--- config.mk ---
export PLATFORM = sky130hd
export DESIGN_NAME = trax_move_tx
export DESIGN_NICKNAME = d
export VERILOG_FILES = /design/src/rtl/trax_move_tx.sv
export SDC_FILE = /design/constraint.sdc
export NUM_CORES = 1
export LEC_CHECK = 0
export BUFFER_PORTS_ARGS = -buffer_cell sky130_fd_sc_hd__buf_2
export CELL_PAD_IN_SITES_DETAIL_PLACEMENT = 0
export CELL_PAD_IN_SITES_GLOBAL_PLACEMENT = 1
export CORE_UTILIZATION = 35
export DETAILED_ROUTE_END_ITERATION = 16
export GPL_TIMING_DRIVEN = 0
export PLACE_DENSITY = 0.69
export SYNTH_ARGS = -nofsm -noshare
export SYNTH_HDL_FRONTEND = slang
export SYNTH_SLANG_ARGS = --single-unit
--- constraint.sdc ---
create_clock -name clk -period 5.5 [get_ports clk]
set_input_delay 0.275 -clock clk [delete_from_list [all_inputs] [get_ports clk]]
set_output_delay 0.275 -clock clk [all_outputs]
set_load 0.02 [all_outputs]
--- src/rtl/trax_move_tx.sv ---
`default_nettype none
// ============================================================================
//  Module      : trax_move_tx
//  Description : Formats a Trax move word (tile type, column, row) into an
//                ASCII frame "<col><row><type>\n" and shifts it out on a UART
//                line, one start bit, eight data bits LSB first, one stop bit.
//                Optional macro TRAX_TX_PARITY_EN inserts an even-parity bit
//                (8E1) between the last data bit and the stop bit.
//  Revision    : 1.0  initial release
// ============================================================================
module trax_move_tx #(
    parameter int CLKS_PER_BIT = 434,
    parameter int MAX_CHARS    = 7
) (
    input  logic        clk,
    input  logic        reset,
    input  logic [21:0] move_in,
    input  logic        start_transmit,
    output logic        tx,
    output logic        busy,
    output logic        done,
    output logic        err
);

    localparam int c_BAUD_W   = (CLKS_PER_BIT > 1) ? $clog2(CLKS_PER_BIT) : 1;
    localparam int c_PTR_W    = $clog2(MAX_CHARS + 1);
    localparam int c_IDX_W    = (MAX_CHARS > 1) ? $clog2(MAX_CHARS) : 1;
    localparam int c_CAND_N   = 7;
    localparam logic [c_BAUD_W-1:0] c_BAUD_LAST    = c_BAUD_W'(CLKS_PER_BIT - 1);
    localparam logic [c_BAUD_W-1:0] c_BAUD_PRELAST = c_BAUD_W'(CLKS_PER_BIT - 2);
    localparam logic [c_PTR_W-1:0]  c_PTR_MAX      = c_PTR_W'(MAX_CHARS);

    typedef enum logic [3:0] {
        S_IDLE    = 4'd0,
        S_FMT_COL = 4'd1,
        S_FMT_ROW = 4'd2,
        S_LOAD    = 4'd3,
        S_START   = 4'd4,
        S_DATA    = 4'd5,
`ifdef TRAX_TX_PARITY_EN
        S_PARITY  = 4'd6,
`endif
        S_STOP    = 4'd7,
        S_DONE    = 4'd8
    } state_t;

    state_t                r_state;
    state_t                w_state_next;

    logic [21:0]           r_move;
    logic [7:0]            r_col0;
    logic [7:0]            r_col1;
    logic                  r_col_two;
    logic [9:0]            r_rem;
    logic [3:0]            r_hund;
    logic [3:0]            r_tens;
    logic [7:0]            r_buf [MAX_CHARS];
    logic [c_PTR_W-1:0]    r_len;
    logic [c_PTR_W-1:0]    r_rd_ptr;
    logic [7:0]            r_shift;
    logic [c_BAUD_W-1:0]   r_baud;
    logic [3:0]            r_bit_cnt;
    logic                  r_err;
`ifdef TRAX_TX_PARITY_EN
    logic                  r_parity;
`endif

    logic                  w_accept;
    logic                  w_req_valid;
    logic                  w_baud_last;
    logic                  w_more;
    logic [7:0]            w_type_char;
    logic [7:0]            w_cand    [c_CAND_N];
    logic                  w_cand_en [c_CAND_N];
    logic [7:0]            w_frame   [MAX_CHARS];
    logic [c_PTR_W-1:0]    w_len;

    assign w_accept    = start_transmit && (r_state == S_IDLE);
    assign w_req_valid = (move_in[21:20] != 2'b00) &&
                         (move_in[19:10] <= 10'd52) &&
                         (move_in[9:0]   <= 10'd999);
    assign w_baud_last = (r_baud == c_BAUD_LAST);
    assign w_more      = (r_rd_ptr < r_len);
    assign err         = r_err;

    // Tile type to its ASCII glyph
    always_comb begin
        w_type_char = 8'h2B;
        case (r_move[21:20])
            2'b01:   w_type_char = 8'h2B;
            2'b10:   w_type_char = 8'h2F;
            2'b11:   w_type_char = 8'h5C;
            default: w_type_char = 8'h2B;
        endcase
    end

    // Assemble the frame: column chars, row digits without leading zeros, type, LF
    always_comb begin
        w_cand[0]    = r_col0;
        w_cand_en[0] = 1'b1;
        w_cand[1]    = r_col1;
        w_cand_en[1] = r_col_two;
        w_cand[2]    = 8'h30 + {4'h0, r_hund};
        w_cand_en[2] = (r_hund != 4'd0);
        w_cand[3]    = 8'h30 + {4'h0, r_tens};
        w_cand_en[3] = (r_hund != 4'd0) || (r_tens != 4'd0);
        w_cand[4]    = 8'h30 + {4'h0, r_rem[3:0]};
        w_cand_en[4] = 1'b1;
        w_cand[5]    = w_type_char;
        w_cand_en[5] = 1'b1;
        w_cand[6]    = 8'h0A;
        w_cand_en[6] = 1'b1;
        for (int i = 0; i < MAX_CHARS; i++) begin
            w_frame[i] = 8'h00;
        end
        w_len = '0;
        for (int k = 0; k < c_CAND_N; k++) begin
            if (w_cand_en[k] && (w_len < c_PTR_MAX)) begin
                w_frame[w_len[c_IDX_W-1:0]] = w_cand[k];
                w_len = w_len + 1'b1;
            end
        end
    end

    // State register
    always_ff @(posedge clk) begin
        if (reset) begin
            r_state <= S_IDLE;
        end else begin
            r_state <= w_state_next;
        end
    end

    // Next-state and line/handshake outputs decoded from the current state
    always_comb begin
        w_state_next = r_state;
        tx           = 1'b1;
        busy         = 1'b1;
        done         = 1'b0;
        case (r_state)
            S_IDLE: begin
                busy = 1'b0;
                if (w_accept && w_req_valid) begin
                    w_state_next = S_FMT_COL;
                end
            end
            S_FMT_COL: begin
                w_state_next = S_FMT_ROW;
            end
            S_FMT_ROW: begin
                if (r_rem < 10'd10) begin
                    w_state_next = S_LOAD;
                end
            end
            S_LOAD: begin
                w_state_next = S_START;
            end
            S_START: begin
                tx = 1'b0;
                if (w_baud_last) begin
                    w_state_next = S_DATA;
                end
            end
            S_DATA: begin
                tx = r_shift[r_bit_cnt[2:0]];
                if (w_baud_last && (r_bit_cnt == 4'd7)) begin
`ifdef TRAX_TX_PARITY_EN
                    w_state_next = S_PARITY;
`else
                    w_state_next = S_STOP;
`endif
                end
            end
`ifdef TRAX_TX_PARITY_EN
            S_PARITY: begin
                tx = r_parity;
                if (w_baud_last) begin
                    w_state_next = S_STOP;
                end
            end
`endif
            S_STOP: begin
                // The LOAD cycle supplies the final stop-bit clock so characters stay back to back
                if (w_more) begin
                    if (r_baud == c_BAUD_PRELAST) begin
                        w_state_next = S_LOAD;
                    end
                end else if (w_baud_last) begin
                    w_state_next = S_DONE;
                end
            end
            S_DONE: begin
                busy         = 1'b0;
                done         = 1'b1;
                w_state_next = S_IDLE;
            end
            default: begin
                busy         = 1'b0;
                w_state_next = S_IDLE;
            end
        endcase
    end

    // Datapath: latch request, format column/row, load and shift characters
    always_ff @(posedge clk) begin
        if (reset) begin
            r_move    <= '0;
            r_col0    <= '0;
            r_col1    <= '0;
            r_col_two <= 1'b0;
            r_rem     <= '0;
            r_hund    <= '0;
            r_tens    <= '0;
            r_len     <= '0;
            r_rd_ptr  <= '0;
            r_shift   <= '0;
            r_baud    <= '0;
            r_bit_cnt <= '0;
            r_err     <= 1'b0;
`ifdef TRAX_TX_PARITY_EN
            r_parity  <= 1'b0;
`endif
            for (int i = 0; i < MAX_CHARS; i++) begin
                r_buf[i] <= 8'h00;
            end
        end else begin
            r_err <= w_accept && !w_req_valid;
            case (r_state)
                S_IDLE: begin
                    if (w_accept) begin
                        r_move <= move_in;
                    end
                end
                S_FMT_COL: begin
                    r_rem  <= r_move[9:0];
                    r_hund <= 4'd0;
                    r_tens <= 4'd0;
                    if (r_move[19:10] == 10'd0) begin
                        r_col0    <= 8'h40;
                        r_col_two <= 1'b0;
                    end else if (r_move[19:10] <= 10'd26) begin
                        r_col0    <= 8'h40 + r_move[17:10];
                        r_col_two <= 1'b0;
                    end else begin
                        r_col0    <= 8'h41;
                        r_col1    <= r_move[17:10] + 8'd38;
                        r_col_two <= 1'b1;
                    end
                end
                S_FMT_ROW: begin
                    if (r_rem >= 10'd100) begin
                        r_rem  <= r_rem - 10'd100;
                        r_hund <= r_hund + 1'b1;
                    end else if (r_rem >= 10'd10) begin
                        r_rem  <= r_rem - 10'd10;
                        r_tens <= r_tens + 1'b1;
                    end else begin
                        for (int i = 0; i < MAX_CHARS; i++) begin
                            r_buf[i] <= w_frame[i];
                        end
                        r_len    <= w_len;
                        r_rd_ptr <= '0;
                    end
                end
                S_LOAD: begin
                    r_shift   <= r_buf[r_rd_ptr[c_IDX_W-1:0]];
`ifdef TRAX_TX_PARITY_EN
                    r_parity  <= ^r_buf[r_rd_ptr[c_IDX_W-1:0]];
`endif
                    r_rd_ptr  <= r_rd_ptr + 1'b1;
                    r_baud    <= '0;
                    r_bit_cnt <= '0;
                end
                S_DATA: begin
                    r_baud <= w_baud_last ? '0 : r_baud + 1'b1;
                    if (w_baud_last) begin
                        r_bit_cnt <= r_bit_cnt + 1'b1;
                    end
                end
                S_START,
`ifdef TRAX_TX_PARITY_EN
                S_PARITY,
`endif
                S_STOP: begin
                    r_baud <= w_baud_last ? '0 : r_baud + 1'b1;
                end
                default: begin
                end
            endcase
        end
    end

endmodule
`default_nettype wire

==> results.yml, run 1 <==
sta:
  skew_ns: 0.00866
  finalSetupTns_ns: 0
  report.final.slew_viol_count: 0
  period_needed_ns: 4.76
  hold_viol: 0
  finalSetupViolations: 0
  max_clock_freq_ghz: 0.210
  tightest_slew_ns: 1.18
  fin_crit_sh_pct: 86.5
  rsz0062_at_grt: "false"
  slew_headroom_pct: 21.0
logic_synthesis:
  synth-seq-cells: 140
  synthCells: 866
  synth_ff_type: "dfxtp_1"
  ys_seq_area_share_pct: 43.2
  synth_top_area_share_pct: 23.2
  yosysWarnings: 0
  synth_largest_area_cell: "dfxtp_1"
  synthesis.area_um2: 7660
  synth_most_common_cell: "nand2_1"
  ys_async_sr_fraction_pct: 0
  synthTopCellsByCount: "nand2_1 (118), dfxtp_1 (89), nor2_1 (87)"
  synth_area_per_cell_um2: 8.85
  synth_cell_types: 69
  synth_edf_count: 51
  netlist_top_cells_area: "dfxtp_1 (23%), edfxtp_1 (20%), nand2_1 (5.8%)"
  synth_nets: 917
power_and_ir_drop:
  clock_power_share_pct: 39.0
  p_int_uw: 2110
  power_switching_uw: 993
  seqPwrFrac_pct: 39.5
  power_frac_comb_pct: 21.4
  cellPowerDensity_nw_per_um2: 354
  vdd_drop_max_uv: 217
  power_uw: 3100
  sw_frac_of_total_pct: 32.0
  p_leak_uw: 0.00304
detailed_routing:
  wl_met3_um: 898
  viasPerCell: 5.39
  wire_per_inst_um: 18.2
  drt_iter0_markers: 533
  routed_wl_um: 21800
  route.detailed.drc: 0
  ant_nets: 0
  dr.pass1.iters: 5
  num_vias: 6478
  met2_length_um: 10000
  wl_met1_um: 10700
  highest_layer: "met4"
clock_network:
  numCtsBuffers: 17
  clk_pin_slew_ns: 0.07
  cts.sinks: 140
  htreeDepth: 4
  cts_tree: "yes"
  cts_setup_buffers: 0
  root_buffer: "clkbuf_16"
  cts_hold_buf: 0
  cts_max_path_buffers: 2
  post_cts_resized: 0
  clk-insertion-delay-late_ns: 0.42
placed_design:
  placedCellCount: 1169
  numPortBuffers: 27
  hpwl_um: 16200
  place.gp.congestion: 0.851
  place_area_um2: 8160
finish:
  area_growth_pct: 14.6
  final_area_um2: 8780
  final_net_count: 964
  drive_gt1_share_pct: 9.94
  layout.cells.non_filler: 1201
  diodes: 0
  fin_util_pct: 41.4
global_routing:
  overflow: 0
  grt_pass1_vias: 6112
  grt_pass1_wl_um: 34600
  antenna_found_initial: 0
  grt_max_degree: 36
  grt_use_total_pct: 20.3
floorplanning:
  die_h_um: 150
  io_pins: 29
  die-area_um2: 22500
  die_x_um: 150
  core.rowCount: 53
  start_util_pct: 36.1
  core_um2: 21200
setup_path:
  arrival_ns: 4.93
  critPathKind: "reg -> reg"
  crit_path_start_kind: "register"
  end_kind: "register"
  cp.required_ns: 5.67
  critPathMaxFanout: 10
  rr_worst_depth: 18
hold_path:
  hold_class: "in -> reg"
  holdPathStages: 3
outcome:
  status: "finished clean"
flow_run:
  drv_cap: 0
cell families (layout without fill, tap and decap cells):
logic type / after synthesis / in the layout / share of synthesized area [%]
mux: 49 / 49 / 7.97
other cells: 1 / 1 / 0.0489
compound gates: 205 / 205 / 17.0
xor+xnor: 15 / 15 / 1.71
simple gates: 346 / 346 / 21.4
buf+inv: 84 / 144 / 4.26
flops: 140 / 140 / 43.2
fa+ha+maj: 26 / 26 / 4.34
path summary, 6_finish.rpt:
check,start,endpoint,slack [ns]
worst max-delay path,r_tens[0],r_buf[0][6],0.74
worst min-delay path,move_in[0],r_move[0],0.09
worst max register to register,r_tens[0],r_buf[0][6],0.74
worst min register to register,r_move[0],r_rem[0],0.45
layer usage:
metal | track usage [%] | vias up
li1 | - | 3222
met1 | 28.3 | 3075
met2 | 32.3 | 157
met3 | 3.45 | 24
met4 | 5.25 | 0
met5 | 0 | -
registers in the layout, indices dropped and copies added (netlist names):
signal	flops
err	1
r_baud	9
r_bit_cnt	4
r_buf	51
r_col0	8
r_col1	8
r_col_two	1
r_hund	4
r_len	3
r_move	22
r_rd_ptr	3
r_rem	10
r_shift	8
r_state	4
r_tens	4
placed cells by master, fill, tap and decap left out, drive strengths merged, types with 9 or more instances in the layout:
master	n
inv	30
nor3b	10
and2	9
dfxtp	89
a211oi	20
nand2b	11
mux4	9
nand3	28
a31oi	20
buf	34
clkbuf	73
ha	25
a21oi	71
o21ai	40
nor2	87
edfxtp	51
mux2i	34
nand2	119
nor3	24
and3	13
power by group through the flow:
stage / logic, uW / registers, uW / clock network [uW]
floorplan: 471 / 1230 / 0
global placement: 655 / 1250 / 0
detailed placement: 659 / 1250 / 0
CTS: 662 / 1230 / 1230
global route: 736 / 1240 / 1270
finish: 665 / 1230 / 1210
worst max-delay path, stage by stage (launching register included):
cell	delay, ns
dfxtp_1	0.31
clkbuf_1	0.22
inv_1	0.11
ha_1	0.19
nor3b_1	0.37
and2_1	0.18
buf_2	0.21
inv_2	0.12
fa_1	0.53
clkbuf_1	0.33
clkbuf_1	0.41
o21ai_0	0.16
ha_1	0.28
or2_2	0.34
nand2_1	0.10
nand3b_1	0.15
nand2_1	0.21
nor2_1	0.08
and2_1	0.20
metrics by stage:
stage | hold WS, ns | worst slack, ns
after CTS | 0.0778 | 0.795
final | 0.0902 | 0.743
after global routing | 0.0909 | 0.451
after detailed placement | 0.451 | 0.838
after floorplan | 0.411 | 1.66
after global placement | 0.444 | 0.373
cell type report:
cell class                      instances  area (um2)
Fill cell                            2168       12400
Multi-Input combinational cell        642        4020
Sequential cell                       140        3310
Clock buffer                           19         464
Tap cell                              275         344
Buffer                                 60         238
Timing Repair Buffer                   28         155
Clock inverter                         13         151
Inverter                               24        90.1
Power figures use the tool's default switching activity.
==> run 2: changes to the inputs <==
Settings changed: REMOVE_ABC_BUFFERS set to 1.
==> run 2 against run 1 <==
  * Routed wire length fell by 9.5%
  * First-iteration DRC count fell by 21%
  * Final cell count fell by 4.8%
  * Register-to-register slack improved by 0.40 ns
  * Clock power barely moved
  * Maximum frequency rose by 9.1%
==> results.yml, run 2 (synthesized netlist as in run 1, its figures left out) <==
global_routing:
  grt_pass1_vias: 5812
  overflow: 0
  grt_use_total_pct: 18.7
  grt_pass1_wl_um: 32100
  antenna_found_initial: 0
  grt_max_degree: 78
finish:
  multiInputGateArea_um2: 4030
  fillers: 2141
  layout_common_cells: "nand2_1 (118), dfxtp_1 (89), nor2_1 (86)"
  drive_gt1_share_pct: 10.3
  reg_top3: "r_buf x51, r_move x22, r_rem x10"
  register_area_um2: 3310
  final_common_cell: "nand2_1"
  regMostFlops: "r_buf"
  largest_reg_flops: 51
  area_growth_pct: 12.0
  layout.cells.non_filler: 1143
  diodes: 0
  final_net_count: 906
detailed_routing:
  dr.pass1.iters: 5
  route.detailed.drc: 0
  wire_per_inst_um: 17.3
  ant_nets: 0
  routed_wl_um: 19800
  drt_iter0_markers: 419
  viasPerCell: 5.43
  num_vias: 6205
sta:
  skew_ns: 0.00888
  rsz0062_at_grt: "false"
  hold-worst-slack_ns: 0.0784
  finalSetupViolations: 0
  max_clock_freq_ghz: 0.229
  period_needed_ns: 4.36
  tightest_slew_ns: 1.24
  finalSetupTns_ns: 0
  slew_headroom_pct: 17.2
  hold_viol: 0
  fin_ws_ns: 1.14
  fin_crit_sh_pct: 79.3
  report.final.slew_viol_count: 0
clock_network:
  root_buffer: "clkbuf_16"
  clk-insertion-delay-late_ns: 0.43
  numCtsBuffers: 17
  cts_hold_buf: 0
  cts_setup_buffers: 0
  htreeDepth: 4
  post_cts_resized: 0
  clk_pin_slew_ns: 0.06
  cts_max_path_buffers: 2
  cts.sinks: 140
  cts_tree: "yes"
power_and_ir_drop:
  vdd_drop_max_uv: 192
  p_leak_uw: 0.00297
  cellPowerDensity_nw_per_um2: 357
hold_path:
  hold_class: "in -> reg"
placed_design:
  place.gp.congestion: 0.815
  placedCellCount: 1111
  dp_slack_ns: 1.21
  numPortBuffers: 28
  hpwl_um: 13700
floorplanning:
  core.rowCount: 53
  die-area_um2: 22500
  start_util_pct: 36.1
  io_pins: 29
  die_x_um: 150
  die_h_um: 150
  core_um2: 21200
setup_path:
  critPathMaxFanout: 21
  crit_path_start_kind: "register"
  critPathKind: "reg -> reg"
  cp.required_ns: 5.68
  arrival_ns: 4.55
  end_kind: "register"
flow_run:
  drv_cap: 0
outcome:
  status: "finished clean"
==> run 2: final cells by class <==
cell class | instances | area share [%]
Inverter | 24 | 1.05
Clock buffer | 22 | 5.79
Timing Repair Buffer | 30 | 2.07
Multi-Input combinational cell | 642 | 47.0
Tap cell | 275 | 4.01
Clock inverter | 10 | 1.49
Sequential cell | 140 | 38.6
==> run 2: critical path: stages (launching register included) <==
cell and delay (ns):
dfxtp_1 0.41, inv_1 0.10, ha_1 0.14, nor3b_1 0.36, and2_1 0.41, inv_2 0.17
fa_1 0.96, o21ai_0 0.20, ha_1 0.30, or2_2 0.34, nand2_1 0.10, nand3b_1 0.16
nand2_1 0.22, nor2_1 0.08, and2_1 0.17
==> run 2: stage by stage <==
stage / total power, uW / instance area [um2] / utilization, %
3_5_place_dp: 1880 / 7960 / 37.5
6_report: 3060 / 8580 / 40.4
2_1_floorplan: 1670 / 7430 / -
4_1_cts: 3080 / 8580 / 40.4
3_3_place_gp: 1870 / 7910 / 37.3
5_1_grt: 3210 / 8580 / 40.4
==> run 2: worst paths after layout <==
check / startpoint / end / slack [ns] / cells past startpoint
setup / recovery: r_tens[0] / r_buf[0][7] / 1.14 / 14
hold / removal: move_in[0] / r_move[0] / 0.08 / 3
setup reg to reg: r_tens[0] / r_buf[0][7] / 1.14 / 14
hold reg to reg: r_col0[2] / r_col0[2] / 0.45 / 2
==> run 2: report_power, final <==
part / switching [uW] / internal (uW) / total, uW
clock: 463 / 741 / 1200
sequential: 113 / 1170 / 1280
combinational: 366 / 210 / 575
==> run 2: metal layers <==
layer  track usage (%)  vias up  routed length (um)
met5                 0        -                   0
met4              6.36        0                 276
met2              29.1      129                8910
met1              26.4     2942                9920
met3              2.65       20                 655
li1                  -     3114                   -
==> run 3: changes to the inputs <==
Settings changed: PLACE_DENSITY 0.69 to 0.72.
Clock period 5.5 ns to 3.9 ns, I/O delays scaled along.
==> run 3 against run 2 <==
  * Maximum frequency up 21%
  * Sequential share of layout area up 0.10 points
  * Die area unchanged
  * Final cell count up 0.44%
  * Sequential power up 41%
  * Setup slack worse by 0.84 ns
  * Design area down 0.15%
  * Clock power up 26%
  * Global-route usage down 0.19 points
  * Largest cell class unchanged
  * Largest power group unchanged
==> results.yml, run 3 (synthesized netlist as in run 1, its figures left out) <==
power_and_ir_drop:
  sw_frac_of_total_pct: 31.9
  p_int_uw: 2830
  vdd_drop_max_uv: 373
  power_frac_comb_pct: 20.1
  power_switching_uw: 1330
  power_uw: 4150
  clock_power_share_pct: 36.4
  cellPowerDensity_nw_per_um2: 485
  seqPwrFrac_pct: 43.5
  p_leak_uw: 0.00296
clock_network:
  cts_max_path_buffers: 2
  cts_tree: "yes"
  cts_hold_buf: 0
  clk-insertion-delay-late_ns: 0.43
  htreeDepth: 4
  clk_pin_slew_ns: 0.06
  root_buffer: "clkbuf_16"
  numCtsBuffers: 17
  cts.sinks: 140
setup_path:
  ff2ff_setup_slack_ns: 0.30
  critPathMaxFanout: 10
  end_kind: "register"
  arrival_ns: 3.78
  crit_chain: "inv_1, ha_1, nand2_2, inv_2, and2_2, inv_2, fa_2, nand2b_1, ha_2, or2_2, nand2_1, nand3b_1, nand2_2, nor2_1, and2_1"
  crit_path_start_kind: "register"
  slowest_stage: "fa_2"
  r2r_start: "r_hund[1]"
  cpPeakStageDelay_ns: 0.52
  rr_worst_depth: 15
  reg2reg_to: "r_buf[0][6]"
  critPathKind: "reg -> reg"
  cp.required_ns: 4.08
floorplanning:
  io_pins: 29
  die_x_um: 150
  die_h_um: 150
  die-area_um2: 22500
  core_um2: 21200
  core.rowCount: 53
  start_util_pct: 36.1
flow_run:
  drv_cap: 0
finish:
  diodes: 0
  final_area_um2: 8570
  layout_common_cells: "nand2_1 (116), nor2_1 (86), dfxtp_1 (86)"
  drive_gt1_share_pct: 11.9
  register_area_um2: 3320
  layout.cells.non_filler: 1148
  fillers: 2126
  multiInputGateArea_um2: 4050
  area_growth_pct: 11.8
  largest_reg_flops: 51
  regMostFlops: "r_buf"
  final_common_cell: "nand2_1"
  final_net_count: 911
  reg_top3: "r_buf x51, r_move x22, r_rem x10"
  fin_util_pct: 40.4
detailed_routing:
  viasPerCell: 5.38
  routed_wl_um: 19600
  wire_per_inst_um: 17.1
  route.detailed.drc: 0
  drt_iter0_markers: 465
  num_vias: 6175
  dr.pass1.iters: 5
  ant_nets: 0
sta:
  tightest_slew_ns: 1.16
  period_needed_ns: 3.60
  rsz0062_at_grt: "false"
  report.final.slew_viol_count: 0
  skew_ns: 0.00903
  hold_viol: 0
  max_clock_freq_ghz: 0.277
  finalSetupViolations: 0
  fin_crit_sh_pct: 92.4
  slew_headroom_pct: 22.5
  finalSetupTns_ns: 0
placed_design:
  hpwl_um: 13700
  place_area_um2: 7960
  place.gp.congestion: 0.833
  numPortBuffers: 28
  placedCellCount: 1111
global_routing:
  grt_pass1_wl_um: 32000
  grt_pass1_vias: 5848
  grt_use_total_pct: 18.5
  overflow: 0
  grt_max_degree: 81
  antenna_found_initial: 0
hold_path:
  min-delay-start: "move_in[1]"
  holdPathEnd: "r_move[1]"
  hold_class: "in -> reg"
  holdPathStages: 3
outcome:
  status: "finished clean"
[run 3: metal layers]
layer,wire [um],GRT usage (%),up-vias
met3,875,2.68,25
met5,0,0,-
met1,9510,26.4,2875
met2,8780,28.0,155
li1,-,-,3120
met4,469,7.53,0
[run 3: worst max path at each step]
stage	cells past startpoint	from	endpoint
2_1_floorplan	14	r_tens[0]	r_buf[0][6]
3_3_place_gp	5	r_state[0]	r_rem[7]
3_5_place_dp	14	r_tens[0]	r_buf[0][6]
4_1_cts	14	r_tens[1]	r_buf[0][6]
5_1_grt	15	r_hund[1]	r_buf[0][6]
6_report	15	r_hund[1]	r_buf[0][6]
[run 3: cell type report]
type | instances | share of cell area (%)
clock buffers | 21 | 5.49
clock inverters | 11 | 0.935
inverters | 24 | 1.05
multi-input cells | 642 | 47.3
flip-flops and latches | 140 | 38.7
well taps | 275 | 4.02
repair buffers | 35 | 2.53
[run 3: per-stage QoR]
stage          worst slack (ns)  hold slack (ns)
3_5_place_dp             -0.355            0.444
6_report                  0.296          0.00401
4_1_cts                  0.0455         0.000592
3_3_place_gp             -0.463            0.442
5_1_grt                  0.0281           0.0180
2_1_floorplan             0.325            0.264
[run 3: critical path, delay by kind of cell, from the launching register on]
family	cells	cell delay, ns
buffers and inverters	3	0.38
flip-flops	1	0.38
AND/OR/NAND/NOR	9	1.60
adder cells (fa/ha/maj)	3	0.98
[run 3: timing repair]
item,in CTS,in global routing
setup buffers,1,4
resized for setup,2,8
gates cloned,0,0
pin swaps,1,2
endpoints found under the setup margin,36,87
[run 3: power by group through the flow]
stage          Combinational [uW]  Sequential, uW  Clock (uW)
2_1_floorplan                 588            1770           0
3_3_place_gp                  799            1830           0
3_5_place_dp                  810            1840           0
4_1_cts                       819            1810        1540
5_1_grt                       940            1830        1600
6_report                      836            1810        1510
